## src/rtl/ibex_rf_wr_sched.sv

```systemverilog
// Register-file write-port scheduler: merges writeback results, load responses
// and an auxiliary valid/ready source onto the single RF write port.
module ibex_rf_wr_sched #(
  parameter int unsigned StarveLimit = 4
) (
  input  logic        clk_i,
  input  logic        rst_i,
  input  logic        wb_we_i,
  input  logic [4:0]  wb_waddr_i,
  input  logic [31:0] wb_wdata_i,
  input  logic        lsu_we_i,
  input  logic [4:0]  lsu_waddr_i,
  input  logic [31:0] lsu_wdata_i,
  input  logic        aux_valid_i,
  output logic        aux_ready_o,
  input  logic [4:0]  aux_waddr_i,
  input  logic [31:0] aux_wdata_i,
  output logic        stall_o,
  output logic [31:0] rf_wr_pending_o,
  output logic        rf_we_o,
  output logic [4:0]  rf_waddr_o,
  output logic [31:0] rf_wdata_o,
  output logic [1:0]  rf_src_o
);

  typedef enum logic [1:0] {
    SrcWb   = 2'd0,
    SrcLsu  = 2'd1,
    SrcAux  = 2'd2,
    SrcNone = 2'd3
  } src_e;

  // Starvation timer counts down from the limit; reaching zero means starved.
  localparam logic [3:0] StarveInit = 4'(StarveLimit);

  logic [1:0]  count, count_next;
  logic [4:0]  buf_addr      [2];
  logic [31:0] buf_data      [2];
  logic [4:0]  buf_addr_next [2];
  logic [31:0] buf_data_next [2];
  logic        push_slot;
  logic [3:0]  starve_left, starve_left_next;
  logic        starve;
  logic        push, pop;
  src_e        src;

  assign starve   = (starve_left == 4'd0);
  assign stall_o  = (count != 2'd0) | starve;
  assign rf_src_o = src;

  always_comb begin
    rf_wr_pending_o = '0;
    if (count != 2'd0) rf_wr_pending_o[buf_addr[0]] = 1'b1;
    if (count == 2'd2) rf_wr_pending_o[buf_addr[1]] = 1'b1;
  end

  always_comb begin
    rf_we_o     = 1'b0;
    rf_waddr_o  = '0;
    rf_wdata_o  = '0;
    src         = SrcNone;
    aux_ready_o = 1'b0;
    push        = 1'b0;
    pop         = 1'b0;
    if (wb_we_i) begin
      rf_we_o    = 1'b1;
      rf_waddr_o = wb_waddr_i;
      rf_wdata_o = wb_wdata_i;
      src        = SrcWb;
      push       = lsu_we_i;
    end else if (starve && aux_valid_i && (count != 2'd2)) begin
      rf_we_o     = 1'b1;
      rf_waddr_o  = aux_waddr_i;
      rf_wdata_o  = aux_wdata_i;
      src         = SrcAux;
      aux_ready_o = 1'b1;
      push        = lsu_we_i;
    end else if (count != 2'd0) begin
      // A live load queues behind the head so loads retire in arrival order.
      rf_we_o    = 1'b1;
      rf_waddr_o = buf_addr[0];
      rf_wdata_o = buf_data[0];
      src        = SrcLsu;
      pop        = 1'b1;
      push       = lsu_we_i;
    end else if (lsu_we_i) begin
      rf_we_o    = 1'b1;
      rf_waddr_o = lsu_waddr_i;
      rf_wdata_o = lsu_wdata_i;
      src        = SrcLsu;
    end else if (aux_valid_i) begin
      rf_we_o     = 1'b1;
      rf_waddr_o  = aux_waddr_i;
      rf_wdata_o  = aux_wdata_i;
      src         = SrcAux;
      aux_ready_o = 1'b1;
    end
  end

  // Entry 0 is always the head; a pop shifts entry 1 down.
  assign push_slot = pop ? (count == 2'd2) : (count == 2'd1);

  always_comb begin
    buf_addr_next = buf_addr;
    buf_data_next = buf_data;
    count_next    = count;
    if (pop) begin
      buf_addr_next[0] = buf_addr[1];
      buf_data_next[0] = buf_data[1];
      count_next       = count - 2'd1;
    end
    if (push) begin
      buf_addr_next[push_slot] = lsu_waddr_i;
      buf_data_next[push_slot] = lsu_wdata_i;
      count_next               = count_next + 2'd1;
    end
  end

  always_comb begin
    starve_left_next = starve_left;
    if (!aux_valid_i || aux_ready_o) begin
      starve_left_next = StarveInit;
    end else if (!starve) begin
      starve_left_next = starve_left - 4'd1;
    end
  end

  always_ff @(posedge clk_i or posedge rst_i) begin
    if (rst_i) begin
      count       <= 2'd0;
      buf_addr    <= '{default: '0};
      buf_data    <= '{default: '0};
      starve_left <= StarveInit;
    end else begin
      count       <= count_next;
      buf_addr    <= buf_addr_next;
      buf_data    <= buf_data_next;
      starve_left <= starve_left_next;
    end
  end

  // The writeback stage must honour stall; overflow is only reachable if it does not.
  wb_honours_stall: assert property (@(posedge clk_i) disable iff (rst_i)
    !(stall_o && wb_we_i));

  no_push_when_full: assert property (@(posedge clk_i) disable iff (rst_i)
    !(push && !pop && (count == 2'd2)));

  count_in_range: assert property (@(posedge clk_i) disable iff (rst_i)
    count != 2'd3);

endmodule

```

## config.mk

```make
export PLATFORM = sky130hd
export DESIGN_NAME = ibex_rf_wr_sched
export DESIGN_NICKNAME = d
export VERILOG_FILES = /design/src/rtl/ibex_rf_wr_sched.sv
export SDC_FILE = /design/constraint.sdc
export NUM_CORES = 1
export LEC_CHECK = 0
export BUFFER_PORTS_ARGS = -buffer_cell sky130_fd_sc_hd__buf_2
export CAP_MARGIN = 10
export CELL_PAD_IN_SITES_DETAIL_PLACEMENT = 1
export CELL_PAD_IN_SITES_GLOBAL_PLACEMENT = 1
export CORE_ASPECT_RATIO = 1.75
export CORE_MARGIN = 8
export CORE_UTILIZATION = 39
export CTS_CLUSTER_SIZE = 40
export DETAILED_ROUTE_END_ITERATION = 6
export GPL_TIMING_DRIVEN = 1
export PLACE_DENSITY = 0.85
export SLEW_MARGIN = 15
export SYNTH_ARGS = -nofsm -noshare
export SYNTH_HDL_FRONTEND = slang
export SYNTH_SLANG_ARGS = --single-unit
```

## constraint.sdc

```tcl
create_clock -name clk_i -period 2.55 [get_ports clk_i]
set_input_delay 0.1275 -clock clk_i [delete_from_list [all_inputs] [get_ports clk_i]]
set_output_delay 0.1275 -clock clk_i [all_outputs]
set_load 0.01 [all_outputs]
```

==> results of run 1 <==
==> area by class of cell <==
| cell class | instances | area [um2] |
|---|---|---|
| repair buffers | 209 | 1185 |
| flip-flops and latches | 80 | 2003 |
| fillers | 1790 | 7480 |
| well taps | 183 | 229.0 |
| clock buffers | 10 | 239.0 |
| diodes | 3 | 7.507 |
| multi-input cells | 481 | 3610 |
| inverters | 9 | 35.03 |
| clock inverters | 6 | 50.05 |
==> per-stage QoR <==
stage,instances,worst slack [ps]
floorplan,625,287.7
global placement,961,313.8
detailed placement,961,220.6
CTS,978,38.20
global route,980,7.616
finish,981,119.8
==> metal layers <==
| layer | vias up | share of wire (%) |
|---|---|---|
| met5 | - | 0.067 |
| met4 | 2 | 2.1 |
| met3 | 26 | 5.1 |
| met2 | 145 | 57 |
| met1 | 2679 | 36 |
| li1 | 2600 | - |
==> logic make-up (layout without fill, tap and decap cells) <==
group | after synthesis | after routing | share of synthesized area, %
XOR/XNOR | 3 | 3 | 0.4456
AND/OR/NAND/NOR | 199 | 199 | 16.80
AO/OA/AOI/OAI | 126 | 126 | 13.07
flip-flops | 80 | 80 | 33.96
adder cells (fa/ha/maj) | 5 | 5 | 1.061
other | 0 | 3 | 0
buffers and inverters | 64 | 234 | 5.282
multiplexers | 148 | 148 | 29.38
==> cells in the final DEF (no fill, tap or decap), types with 8 or more instances in the layout <==
master / n
mux2i_1: 37
mux2_4: 30
inv_1: 8
buf_4: 11
nand2_1: 83
dfrtp_1: 79
a31oi_1: 36
mux2_2: 81
buf_2: 189
o22ai_1: 32
clkbuf_16: 9
o21ai_0: 39
nor2_1: 47
nand3b_1: 44
==> timing repair <==
item,CTS,global route
endpoints found under the hold margin,36,0
cloned,0,0
hold buffers,1,0
setup endpoints to repair,5,27
gates resized for setup,1,5
==> final timing paths <==
kind	from	endpoint	slack, ps	cells past startpoint
min in group asynchronous	rst_i	starve_left[1]	420	3
hold / removal	lsu_wdata_i[17]	flip-flop	50	2
max in group asynchronous	rst_i	async pin	1470	4
setup / recovery	count[0]	rf_wdata_o[28]	120	8
setup reg to reg	starve_left[0]	buf_data[60]	170	8
hold reg to reg	flip-flop	flip-flop	510	1
==> critical path, cell delays in order (launching register included) <==
cell	delay [ps]
dfrtp_1	380
inv_1	130
ha_1	300
inv_1	200
nand2_8	170
buf_12	210
mux2i_1	300
o21ai_0	100
buf_2	160
==> synthesized netlist by cell type, drive strengths merged (2+ instances only) <==
master and count:
mux2 111, nand2 84, dfrtp 79, nor2 47
nand3b 44, o21ai 39, mux2i 37, a31oi 36
clkbuf 34, o22ai 32, buf 21, inv 9
a21oi 6, ha 5, or3 5, nand3 4
nor2b 4, nand2b 3, or3b 3, xnor2 3
a211o 2, a211oi 2, nor3 2
==> where the power goes <==
group	leakage [nW]	switching, mW	total, mW	internal, mW
Combinational	2.45	2.35	4.86	2.50
Sequential	0.951	0.527	2.46	1.94
Clock	0.136	0.551	1.25	0.696
Total	3.54	3.43	8.56	5.13
==> impl_metrics.tcl, run 1 <==
set metrics [dict create \
    drt_iter0_markers 153 \
    status "finished clean" \
    overflow 0 \
    worst_setup_path_end_kind "output port" \
    wire_per_inst_um 19.75 \
    finalCoreUtilization_pct 49.59 \
    fp.dieArea_um2 19470 \
    gp_congestion 0.8199 \
    route.antenna.remaining_nets 0 \
    synth_area_leaders "dfrtp_1 (34%), mux2_2 (15%), mux2_4 (7.6%), mux2i_1 (6.3%), nand3b_1 (5.6%)" \
    htreeDepth 3 \
    grt_max_degree 49 \
    cts_root_buf "clkbuf_16" \
    syn_inst 625 \
    hold_viol 0 \
    min_period_over_period_pct 95.30 \
    drive_gt1_share_pct 43.52 \
    syn_nets 746 \
    ir_worst_vdd_mv 0.5882 \
    grt_pass1_vias 5974 \
    avgViaCountPerCell 5.558 \
    pin_count 190 \
    routed-via-count 5452 \
    power.density_nw_per_um2 1164 \
    synth_top_area_share_pct 33.52 \
    cp_max_fo 20 \
    post-route-min-period_ps 2430 \
    fin_worst_skew_ps 5.502 \
    slew_violations 0 \
    grt_first_pass_wirelength_um 30480 \
    worstMarginPinSlew_ps 702.4 \
    ys.flop_type "dfrtp_1" \
    drc 0 \
    final_area_um2 7358 \
    critPathRequiredTime_ps 2420 \
    rsz0062_at_grt "no" \
    synth_seq_cells 80 \
    slew_headroom_pct 53.17 \
    ctsLongestPathBuffers 2 \
    placed_area_um2 7027 \
    mappedNetlistArea_um2 5898 \
    async_reset_ff_share_pct 100.0 \
    port_buffers 189 \
    final.setup.tns_ps 0 \
    power_mw 8.565 \
    wirelength_um 19370 \
    grtUsageMet1_pct 19.07 \
    clk_latency_ps 340 \
    holdCritPathClass "in -> reg" \
    drv_cap 0 \
    clock-sinks 80 \
    max_freq_ghz 0.4115 \
    cts_tree "yes" \
    dr.pass1.iters 4 \
    setup_viol 0 \
    worst-setup-path-type "reg -> out" \
    syn_to_final_growth_pct 24.76 \
    fp.dieH_um 178.7 \
    num_rows 59 \
    cts_setup_buffers 0 \
    coreArea_um2 14840 \
    holdWs_ps 50.03 \
    cp-start-kind "flip-flop" \
    dp_hpwl_um 15040 \
    cellLeakagePower_nw 3.537 \
    yosysTopAreaCell "dfrtp_1" \
    cts.clk_slew.worst_paths_ps 60 \
    synth_cell_types 44 \
    crit_arrival_ps 2300 \
    ys.warnings.count 0 \
    track_usage_pct 19.73 \
    grtUsageMet2_pct 39.06 \
    synth_edf_count 0 \
    syn_avg_cell_area_um2 9.437 \
    nNetsFinal 911 \
    antenna_found_initial 3 \
    gr-max-usage-layer "met2" \
    ys_seq_area_share_pct 33.96 \
    start_util_pct 39.75 \
    die_width_um 109.0 \
    numCtsBuffers 9 \
    grt_util_met3_pct 3.924 \
]
(Power assumes the default switching activity.)
==> run 2: changes to the inputs <==
--- a/config.mk
+++ b/config.mk
@@ -12,7 +12,7 @@
 export CORE_ASPECT_RATIO = 1.75
 export CORE_MARGIN = 8
 export CORE_UTILIZATION = 39
-export CTS_CLUSTER_SIZE = 40
+export CTS_CLUSTER_SIZE = 28
 export DETAILED_ROUTE_END_ITERATION = 6
 export GPL_TIMING_DRIVEN = 1
 export PLACE_DENSITY = 0.85
==> constraint.sdc (replaced) <==
create_clock -name clk_i -period 2.55 [get_ports clk_i]
set_input_delay 0.255 -clock clk_i [delete_from_list [all_inputs] [get_ports clk_i]]
set_output_delay 0.255 -clock clk_i [all_outputs]
set_load 0.01 [all_outputs]
==> impl_metrics.tcl, run 2 (same netlist as run 1, synthesis figures left out) <==
set metrics [dict create \
    holdCritPathClass "in -> async" \
    status "finished clean" \
    routed-via-count 5557 \
    cp_cell_sequence "inv_1 > ha_1 > and4bb_4 > nand2_8 > buf_12 > mux2i_1 > o21ai_0 > buf_2" \
    rr_startpoint "starve_left[0]" \
    nNetsFinal 915 \
    numCtsBuffers 9 \
    final_common_cell "buf_2" \
    drt_iter0_markers 161 \
    avgViaCountPerCell 5.670 \
    dp_hpwl_um 15130 \
    crit_arrival_ps 2180 \
    finalCoreUtilization_pct 49.90 \
    grt_max_degree 58 \
    wirelength_um 19770 \
    clk_latency_ps 330 \
    rsz0062_at_grt "yes" \
    drive_gt1_share_pct 43.66 \
    cp_num_cells 8 \
    num_rows 59 \
    fin_worst_skew_ps 5.914 \
    post-route-min-period_ps 2438 \
    path_buf_inv 3 \
    cts.clk_slew.worst_paths_ps 60 \
    r2r.worst_path.cells 8 \
    final_cells 980 \
    slowest_stage "dfrtp_1" \
    port_buffers 189 \
    pin_count 190 \
    setup_viol 0 \
    cts_setup_buffers 0 \
    syn_to_final_growth_pct 25.54 \
    max_freq_ghz 0.4102 \
    worstMarginPinSlew_ps 874.1 \
    gp_congestion 0.7744 \
    overflow 0 \
    antenna_found_initial 1 \
    cp-start-kind "flip-flop" \
    crit_start "starve_left[0]" \
    slew_violations 0 \
    worst-setup-path-type "reg -> out" \
    rrSetupSlack_ps 260 \
    htreeDepth 3 \
    pre_cts_ws_ps 215.3 \
    slew_headroom_pct 41.73 \
    clock-sinks 80 \
    dp_cells 966 \
    ir_worst_vdd_mv 0.4742 \
    wire_per_inst_um 20.17 \
    fp.dieArea_um2 19470 \
    r2r-end "buf_data[56]" \
    die_width_um 109.0 \
    route.antenna.remaining_nets 0 \
    track_usage_pct 19.96 \
    drv_cap 0 \
    grt_pass1_vias 6133 \
    critPathRequiredTime_ps 2300 \
    hold_buffers 0 \
    cpPeakStageDelay_ps 400 \
    holdWs_ps 55.66 \
    hold_viol 0 \
    multi_input_area_um2 3623 \
    cts_root_buf "clkbuf_16" \
    postLayoutSetupSlackWorst_ps 112.1 \
    diodes 0 \
    ctsLongestPathBuffers 2 \
    worst_setup_path_end_kind "output port" \
    min_period_over_period_pct 95.60 \
    dr.pass1.iters 4 \
    drc 0 \
    regArea_um2 2003 \
    start_util_pct 39.75 \
    nFillCells 1743 \
    cts_tree "yes" \
    final_cell_mix "buf_2 (189), nand2_1 (83), mux2_2 (81)" \
    grt_first_pass_wirelength_um 30940 \
    cp_max_fo 11 \
    coreArea_um2 14840 \
    fp.dieH_um 178.7 \
    power.density_nw_per_um2 1168 \
    cellLeakagePower_nw 3.569 \
    path_delay_family "simple AND/OR/NAND/NOR gates" \
]
[run 2: changes by cell type in the layout (fill, tap and decap cells not counted), sizes merged]
cell / previous run / this run
buf: 208 / 213
bufinv: 0 / 1
clkinvlp: 2 / 1
diode: 3 / 0
dlygate4sd3: 1 / 0
inv: 10 / 8
[run 2: cell type report]
type	count	area share [%]
multi-input cells	481	48.94
flip-flops and latches	80	27.05
repair buffers	213	16.71
clock buffers	10	3.092
well taps	183	3.092
clock inverters	4	0.6421
inverters	9	0.4731
[run 2: repair_timing]
action / in CTS / in global routing
cloned: 0 / 0
resized for setup: 3 / 5
setup endpoints to repair: 34 / 36
[run 2: per-stage QoR]
stage | setup TNS, ps | total power, mW | instance area (um2)
floorplan | 0 | 5.910 | 5898
global placement | 0 | 7.119 | 7089
detailed placement | 0 | 7.342 | 7089
CTS | 0 | 8.660 | 7375
global route | -9.951 | 9.232 | 7405
finish | 0 | 8.652 | 7405
[run 2: how the worst max path moves through the flow]
stage                      to
6_report       rf_wdata_o[26]
5_1_grt        rf_wdata_o[29]
4_1_cts        rf_wdata_o[26]
3_5_place_dp     buf_data[59]
3_3_place_gp   rf_wdata_o[26]
2_1_floorplan  rf_wdata_o[10]
[run 2: worst reg2reg max path: cells and delay by family (launching register included)]
family | cells | cell delay [ps]
muxes | 2 | 620
AOI/OAI and AO/OA | 1 | 220
DFF | 1 | 380
and+or+nand+nor | 1 | 250
adders and majority gates | 1 | 230
buffers and inverters | 3 | 460
[run 2: layer usage]
layer / part of all wire [%] / global-route usage, %
met1: 35 / 19.60
met2: 56 / 38.95
met3: 5.3 / 3.240
met4: 2.8 / 8.778
met5: 0.066 / 0
[run 2: power breakdown]
part / internal (mW) / switching, mW
logic: 2.56 / 2.40
clock network: 0.744 / 0.495
registers: 1.94 / 0.521
